==> src/rtl/measurement_loader_if.sv <==
// Input word stream of the measurement loader: one word per accepted beat.
// A word transfers on a rising clock edge where in_valid and in_ready are both
// high. The master holds in_data stable while in_valid is high and not yet
// accepted. in_ready is registered in the loader and does not depend on in_valid.
interface measurement_loader_if #(
  parameter int INPUT_WIDTH = 8
) ();
  logic [INPUT_WIDTH-1:0] in_data;
  logic                   in_valid;
  logic                   in_ready;

  modport master (output in_data, output in_valid, input in_ready);
  modport slave  (input in_data, input in_valid, output in_ready);
endinterface

==> src/rtl/measurement_loader.sv <==
// Measurement loader: assembles one round of syndrome measurements from narrow
// words and hands the vector to the decoder with a start pulse. It then holds
// the vector until the decoder reports result_valid.
module measurement_loader #(
  parameter int CODE_DISTANCE_X = 3,
  parameter int CODE_DISTANCE_Z = 2,
  parameter int INPUT_WIDTH     = 8,
  localparam int MEASUREMENT_ROUNDS =
    (CODE_DISTANCE_X > CODE_DISTANCE_Z) ? CODE_DISTANCE_X : CODE_DISTANCE_Z,
  localparam int PU_COUNT = CODE_DISTANCE_X * CODE_DISTANCE_Z * MEASUREMENT_ROUNDS,
  localparam int WORDS    = (PU_COUNT + INPUT_WIDTH - 1) / INPUT_WIDTH
) (
  input  logic                clk,
  input  logic                reset,
  measurement_loader_if.slave in_if,
  output logic [PU_COUNT-1:0] measurements,
  output logic                new_round_start,
  input  logic                result_valid,
  output logic                busy,
  output logic [15:0]         round_count,
  output logic [1:0]          state_dbg
);

  localparam int IDX_W = $clog2(WORDS + 1);
  localparam int BUF_W = WORDS * INPUT_WIDTH;
  localparam logic [IDX_W-1:0] LAST_IDX = IDX_W'(WORDS - 1);

  typedef enum logic [1:0] {
    LOAD        = 2'd0,
    START       = 2'd1,
    WAIT_RESULT = 2'd2
  } state_t;

  state_t           state;
  logic [IDX_W-1:0] word_idx;
  logic [BUF_W-1:0] staging;
  logic [BUF_W-1:0] staging_next;
  logic             in_ready_q;
  logic             accept;

  assign in_if.in_ready = in_ready_q;
  assign accept         = in_if.in_valid & in_ready_q;
  assign state_dbg      = state;

  // Staging buffer with the current word merged in, so the final word can be
  // copied into measurements in the same edge that accepts it.
  always_comb begin
    staging_next = staging;
    for (int k = 0; k < WORDS; k++) begin
      if (word_idx == IDX_W'(k)) begin
        staging_next[k*INPUT_WIDTH +: INPUT_WIDTH] = in_if.in_data;
      end
    end
  end

  // Round sequencing FSM with all outputs registered.
  always_ff @(posedge clk or negedge reset) begin
    if (!reset) begin
      state           <= LOAD;
      word_idx        <= '0;
      staging         <= '0;
      measurements    <= '0;
      in_ready_q      <= 1'b0;
      new_round_start <= 1'b0;
      busy            <= 1'b0;
      round_count     <= 16'd0;
    end else begin
      new_round_start <= 1'b0;
      case (state)
        LOAD: begin
          in_ready_q <= 1'b1;
          if (accept) begin
            staging <= staging_next;
            if (word_idx == LAST_IDX) begin
              // Bits of the last word above PU_COUNT fall off here.
              measurements    <= staging_next[PU_COUNT-1:0];
              word_idx        <= '0;
              in_ready_q      <= 1'b0;
              new_round_start <= 1'b1;
              state           <= START;
            end else begin
              word_idx <= word_idx + 1'b1;
            end
          end
        end
        START: begin
          in_ready_q <= 1'b0;
          busy       <= 1'b1;
          state      <= WAIT_RESULT;
        end
        WAIT_RESULT: begin
          if (result_valid) begin
            round_count <= round_count + 16'd1;
            busy        <= 1'b0;
            in_ready_q  <= 1'b1;
            state       <= LOAD;
          end
        end
        default: begin
          state      <= LOAD;
          busy       <= 1'b0;
          in_ready_q <= 1'b0;
        end
      endcase
    end
  end

endmodule

==> src/flat_wrapper.sv <==
// flat-port wrapper written by rule: the top's interface ports become plain ports
module measurement_loader_flat 
#(
  parameter int CODE_DISTANCE_X = 3,
  parameter int CODE_DISTANCE_Z = 2,
  parameter int INPUT_WIDTH     = 8,
  localparam int MEASUREMENT_ROUNDS =
    (CODE_DISTANCE_X > CODE_DISTANCE_Z) ? CODE_DISTANCE_X : CODE_DISTANCE_Z,
  localparam int PU_COUNT = CODE_DISTANCE_X * CODE_DISTANCE_Z * MEASUREMENT_ROUNDS,
  localparam int WORDS    = (PU_COUNT + INPUT_WIDTH - 1) / INPUT_WIDTH
)
  (clk, reset, measurements, new_round_start, result_valid, busy, round_count, state_dbg, in_if_in_data, in_if_in_valid, in_if_in_ready);
  measurement_loader_if #(.INPUT_WIDTH(INPUT_WIDTH)) in_if_i ();
  input  logic clk;
  input  logic reset;
  output logic [PU_COUNT-1:0] measurements;
  output logic new_round_start;
  input  logic result_valid;
  output logic busy;
  output logic [15:0] round_count;
  output logic [1:0] state_dbg;
  input wire logic [$bits(in_if_i.in_data)-1:0] in_if_in_data;
  input wire logic [$bits(in_if_i.in_valid)-1:0] in_if_in_valid;
  output wire logic [$bits(in_if_i.in_ready)-1:0] in_if_in_ready;
  assign in_if_i.in_data = in_if_in_data;
  assign in_if_i.in_valid = in_if_in_valid;
  assign in_if_in_ready = in_if_i.in_ready;
  measurement_loader #(.CODE_DISTANCE_X(CODE_DISTANCE_X), .CODE_DISTANCE_Z(CODE_DISTANCE_Z), .INPUT_WIDTH(INPUT_WIDTH)) u_core (.clk(clk), .reset(reset), .in_if(in_if_i), .measurements(measurements), .new_round_start(new_round_start), .result_valid(result_valid), .busy(busy), .round_count(round_count), .state_dbg(state_dbg));
endmodule
==> config.mk <==
export PLATFORM = sky130hd
export DESIGN_NAME = measurement_loader_flat
export DESIGN_NICKNAME = d
export VERILOG_FILES = /design/src/rtl/measurement_loader_if.sv /design/src/rtl/measurement_loader.sv /design/src/flat_wrapper.sv
export SDC_FILE = /design/constraint.sdc
export NUM_CORES = 1
export LEC_CHECK = 0
export CAP_MARGIN = 10
export CORE_UTILIZATION = 50
export CTS_CLUSTER_DIAMETER = 60
export DETAILED_ROUTE_END_ITERATION = 10
export PLACE_DENSITY = 0.79
export SKIP_LAST_GASP = 1
export SYNTH_ARGS = -nofsm -noshare
export SYNTH_HDL_FRONTEND = slang
export SYNTH_SLANG_ARGS = --single-unit
==> constraint.sdc <==
create_clock -name clk -period 3.3 [get_ports clk]
set_input_delay 0.33 -clock clk [delete_from_list [all_inputs] [get_ports clk]]
set_output_delay 0.33 -clock clk [all_outputs]
set_load 0.02 [all_outputs]
* After elaboration in Yosys (flattened, before gate mapping)
Index checks and enable logic that the tools add are counted.
Cells by class: add/sub/neg operators 2, equality and inequality tests 7, muxes and demuxes 17, bitwise gates (word level) 2, reduce and logical (&&, ||, !) cells 7
Operators by type and width (number):
- 16-bit by 1-bit adder with 16-bit output, second input constant | 1
- 8-bit two-way mux | 2
- 2-bit two-way mux | 5
- 1-bit two-way mux | 7
- 2-bit case mux with 3 select lines | 1
- 2-bit AND reduction | 3
- 3-bit AND reduction | 2
- 2-bit by 1-bit == test with 1-bit output, second input constant | 2
- 2-bit == test, second input constant | 2
- 2-bit zero test | 2
- 2-bit by 1-bit inequality test with 1-bit output, second input constant | 2
- 1-bit case mux with 3 select lines | 1
- 2-bit by 1-bit adder with 2-bit output, second input constant | 1
- 2-bit inequality test, second input constant | 1
- 1-bit case mux with 2 select lines | 1
- 1-bit bitwise AND | 1
- 1-bit inverter | 1
Word-level totals: flip-flop bits (word level) 59, logic and storage cells 43, input bits 12, output and inout bits 39

* Longest topological paths before layout
depth in word-level cells 4, mapped depth 7, gate-level depth less buffers 5

* Worst setup path before layout
OpenSTA, ideal clock, no wires.
kind register to register, from register u_core.state[0] (netlist: u_core.state_dbg[0]), to register u_core.staging[0], path slack 1.717 ns, clock period less this slack 1.583 ns, data arrival time 1.458 ns, required time 3.175 ns, stages on the path, launching flop included 4, library setup time 0.125 ns, cell sequence dfrtp_1 > nand4bb_4 > nor3_4 > mux2_2
Between the ends: word-level cells in the longest chain between the ends 2
Ends and longest elaborated chain:
- start, declared | line measurement_loader.sv:34 | state_t state;
- start signal, assigned | line measurement_loader.sv:59 | state <= LOAD;
- start signal, assigned | line measurement_loader.sv:80 | state <= START;
- start signal, assigned | line measurement_loader.sv:89 | state <= WAIT_RESULT;
- 2-bit zero test | line measurement_loader.sv:69 | case (state)
- 2-bit AND reduction (no line)
- end signal, assigned | line measurement_loader.sv:73 | staging <= staging_next;
- end, declared | line measurement_loader.sv:36 | logic [BUF_W-1:0] staging;
Every way passes these cells. A chain may end at the register's enable or synchronous reset.

* Final worst setup path
from register u_core.state[0] (netlist: u_core.state_dbg[0]), to register u_core.measurements[14]
Between the ends: word-level cells in the longest chain between the ends 2
Ends and longest elaborated chain:
- 2-bit zero test | line measurement_loader.sv:69
- 3-bit AND reduction (no line)
- end signal, assigned | line measurement_loader.sv:76 | measurements <= staging_next[PU_COUNT-1:0];
- end, declared | line measurement_loader.sv:16 | output logic [PU_COUNT-1:0] measurements,
Every way passes these cells.

==> impl_metrics.tcl <==
set metrics [dict create \
    synth-seq-area-share 0.614 \
    ys_seq_elements 57 \
    cts-root-buf "clkbuf_8" \
    fin_skew_ns 0.00638 \
    power_mw 2.61 \
    diodes 0 \
    clk_pin_slew_ns 0.06 \
    n_fill_cell 329 \
    r2r_cells 5 \
    synth_edf_count 0 \
    cp-end-kind "flip-flop" \
    htreeDepth 3 \
    synthTopCellsByArea "dfrtp_1 61%, nand2_1 9.9%, mux2_2 8.7%" \
    finalCritPeriodShare 0.546 \
    hold_class "in2async" \
    power_density_nw_per_um2 855 \
    worst_pin_slew_ns 0.947 \
    clock_latency_ns 0.33 \
    crit_chain "nand4bb_4, or2_1, inv_6, nand2_1, nand2_1" \
    max-slew-margin-rel 0.369 \
    max_stage_delay_ns 0.63 \
    crit_path_top_delay_cell "or2_1" \
    io_pins 51 \
    clkSinkCount 57 \
    cp-start-kind "flip-flop" \
    outcome "finished clean" \
    cts.path.max_buffers 2 \
    finalHoldViolations 0 \
    async_flop_share 1.00 \
    regToRegSetupSlack_ns 1.50 \
    area_growth_pct 31.3 \
    r2r_start "u_core.state_dbg[0]" \
    cts_tree "built" \
    p_seq_frac 0.432 \
    ys_types 29 \
    grt_pass1_vias 1566 \
    dr.pass1.iters 4 \
    synth_top_flop_cell "dfrtp_1" \
    synth.most_common_cell "nand2_1" \
    crit_type "reg2reg" \
    path_common_cell "nand2_1" \
    place.port_buffers 50 \
    p_clk_frac 0.233 \
    synth_warnings 0 \
    floorplan.die_area_um2 4920 \
    synth.cell_area_um2 2320 \
    crit_fanout 20 \
    grt_pass1_wl_um 7110 \
    overflow 0 \
    core_area_um2 4410 \
    netlist_top_cells_count "61 x nand2_1, 57 x dfrtp_1, 18 x mux2_2" \
    chipWidth_um 70.2 \
    ant_nets 0 \
    grt_max_degree 46 \
    fmax_mhz 555 \
    irDropWorstVdd_mv 0.475 \
    layout-drive-gt1-share 0.163 \
    final_nets 266 \
    vias 1578 \
    required_ns 3.52 \
    fin_tns_setup_ns 0 \
    p_leak_nw 1.43 \
    combPwrFrac 0.334 \
    hold_buffers 0 \
    internal-power_mw 1.75 \
    chipHeight_um 70.2 \
    wl_per_cell_um 13.3 \
    p_switching_mw 0.856 \
    synth_top_area_frac 0.614 \
    synth.avg_cell_area_um2 11.9 \
    drt_iter0_drc 60 \
    via_per_inst 5.09 \
    cts_setup_buffers 0 \
    antenna_found_initial 0 \
    netlist_instances 195 \
    grtUsageTotal 0.192 \
    cts_buffers 9 \
    cap_violations 0 \
    rsz0062_at_grt "no" \
    cp_data_arrival_time_ns 2.02 \
    rr_endpoint "u_core.measurements[14]" \
    rows 24 \
    fin_crit_ns 1.80 \
    cts_resized 0 \
    routabilityCongestion 0.711 \
    setup_viol 0 \
    start_util 0.526 \
    drc 0 \
    synth_nets 208 \
    routed_wl_um 4130 \
    yosysTopAreaCell "dfrtp_1" \
    p_sw_frac 0.328 \
    post-dp-hpwl_um 2800 \
    report.final.slew_viol_count 0 \
]
[sequential cells by signal, summed over array words and instances (netlist names)]
signal	flops
u_core.measurements	18
u_core.round_count	16
u_core.staging	16
u_core.state_dbg	2
u_core.word_idx	2
u_core.busy	1
u_core.in_if.in_ready	1
u_core.new_round_start	1
[worst max path at each step]
stage | start | depth (start not counted) | endpoint
after global placement | in_if_in_valid | 6 | u_core.measurements[16]
after CTS | u_core.state_dbg[0] | 5 | u_core.measurements[6]
after detailed placement | in_if_in_valid | 6 | u_core.measurements[14]
after global routing | u_core.state_dbg[0] | 5 | u_core.measurements[14]
after floorplan | u_core.state_dbg[0] | 3 | u_core.staging[0]
final | u_core.state_dbg[0] | 5 | u_core.measurements[14]
[logic make-up after synthesis]
group / Yosys count / synth area share
buffers and inverters: 7 / 0.0210
multiplexers: 18 / 0.0872
XOR/XNOR: 15 / 0.0565
adder cells (fa/ha/maj): 1 / 0.00538
AO/OA/AOI/OAI: 4 / 0.0118
AND/OR/NAND/NOR: 93 / 0.204
flip-flops: 57 / 0.614
[per-layer routing]
layer / share of wire / GRT usage / wire length (µm) / vias up
li1: - / - / - / 764
met1: 0.48 / 0.244 / 2000 / 762
met2: 0.45 / 0.290 / 1870 / 44
met3: 0.041 / 0.0505 / 171 / 8
met4: 0.021 / 0.127 / 88 / 0
met5: 0 / 0 / 0 / -
[stage by stage]
stage / worst slack, ns / cell area, µm² / cells / hold WS [ns] / util
2_1_floorplan: 1.72 / 2320 / 195 / 0.0344 / -
3_5_place_dp: 1.22 / 2860 / 294 / 0.449 / 0.648
6_report: 1.50 / 3050 / 310 / 0.148 / 0.691
3_3_place_gp: 1.24 / 2860 / 294 / 0.439 / 0.648
4_1_cts: 1.49 / 3050 / 310 / 0.170 / 0.691
5_1_grt: 1.36 / 3050 / 310 / 0.233 / 0.691
[cells in the final DEF (no fill, tap or decap), drive strengths merged]
cell type and count:
nand2 62, dfrtp 57, clkdlybuf4s50 49, mux2 18
clkbuf 14, xnor2 10, nor2 7, nand4 6
xor2 5, nand3 4, nor3 4, inv 3
nand2b 2, and4 2, clkinv 2, buf 2
nand4bb 1, or2 1, o21ai 1, o21a 1
a21o 1, and3b 1, nor4 1, nand3b 1
and3 1, a211oi 1, ha 1
[cell type report]
class                           instances  area, µm²  area share
Sequential cell                        57       1430       0.467
Clock inverter                          2       10.0     0.00328
Clock buffer                           14        183      0.0599
Multi-Input combinational cell        131        848       0.278
Inverter                                3       16.3     0.00533
Timing Repair Buffer                   51        503       0.165
Tap cell                               52       65.1      0.0213
[critical path: cells and delay by family, from the launching register on]
family,cells,cell delay (ns)
buffers and inverters,1,0.16
and+or+nand+nor,4,1.06
DFF,1,0.47
[power groups by stage]
stage | clock (mW) | sequential [mW] | combinational, mW
after floorplan | 0 | 1.27 | 0.374
after global placement | 0 | 1.13 | 0.863
after detailed placement | 0 | 1.14 | 0.885
after CTS | 0.629 | 1.13 | 0.888
after global routing | 0.660 | 1.16 | 0.946
final | 0.609 | 1.13 | 0.872
Note: power is estimated with default switching activity, not from simulation.
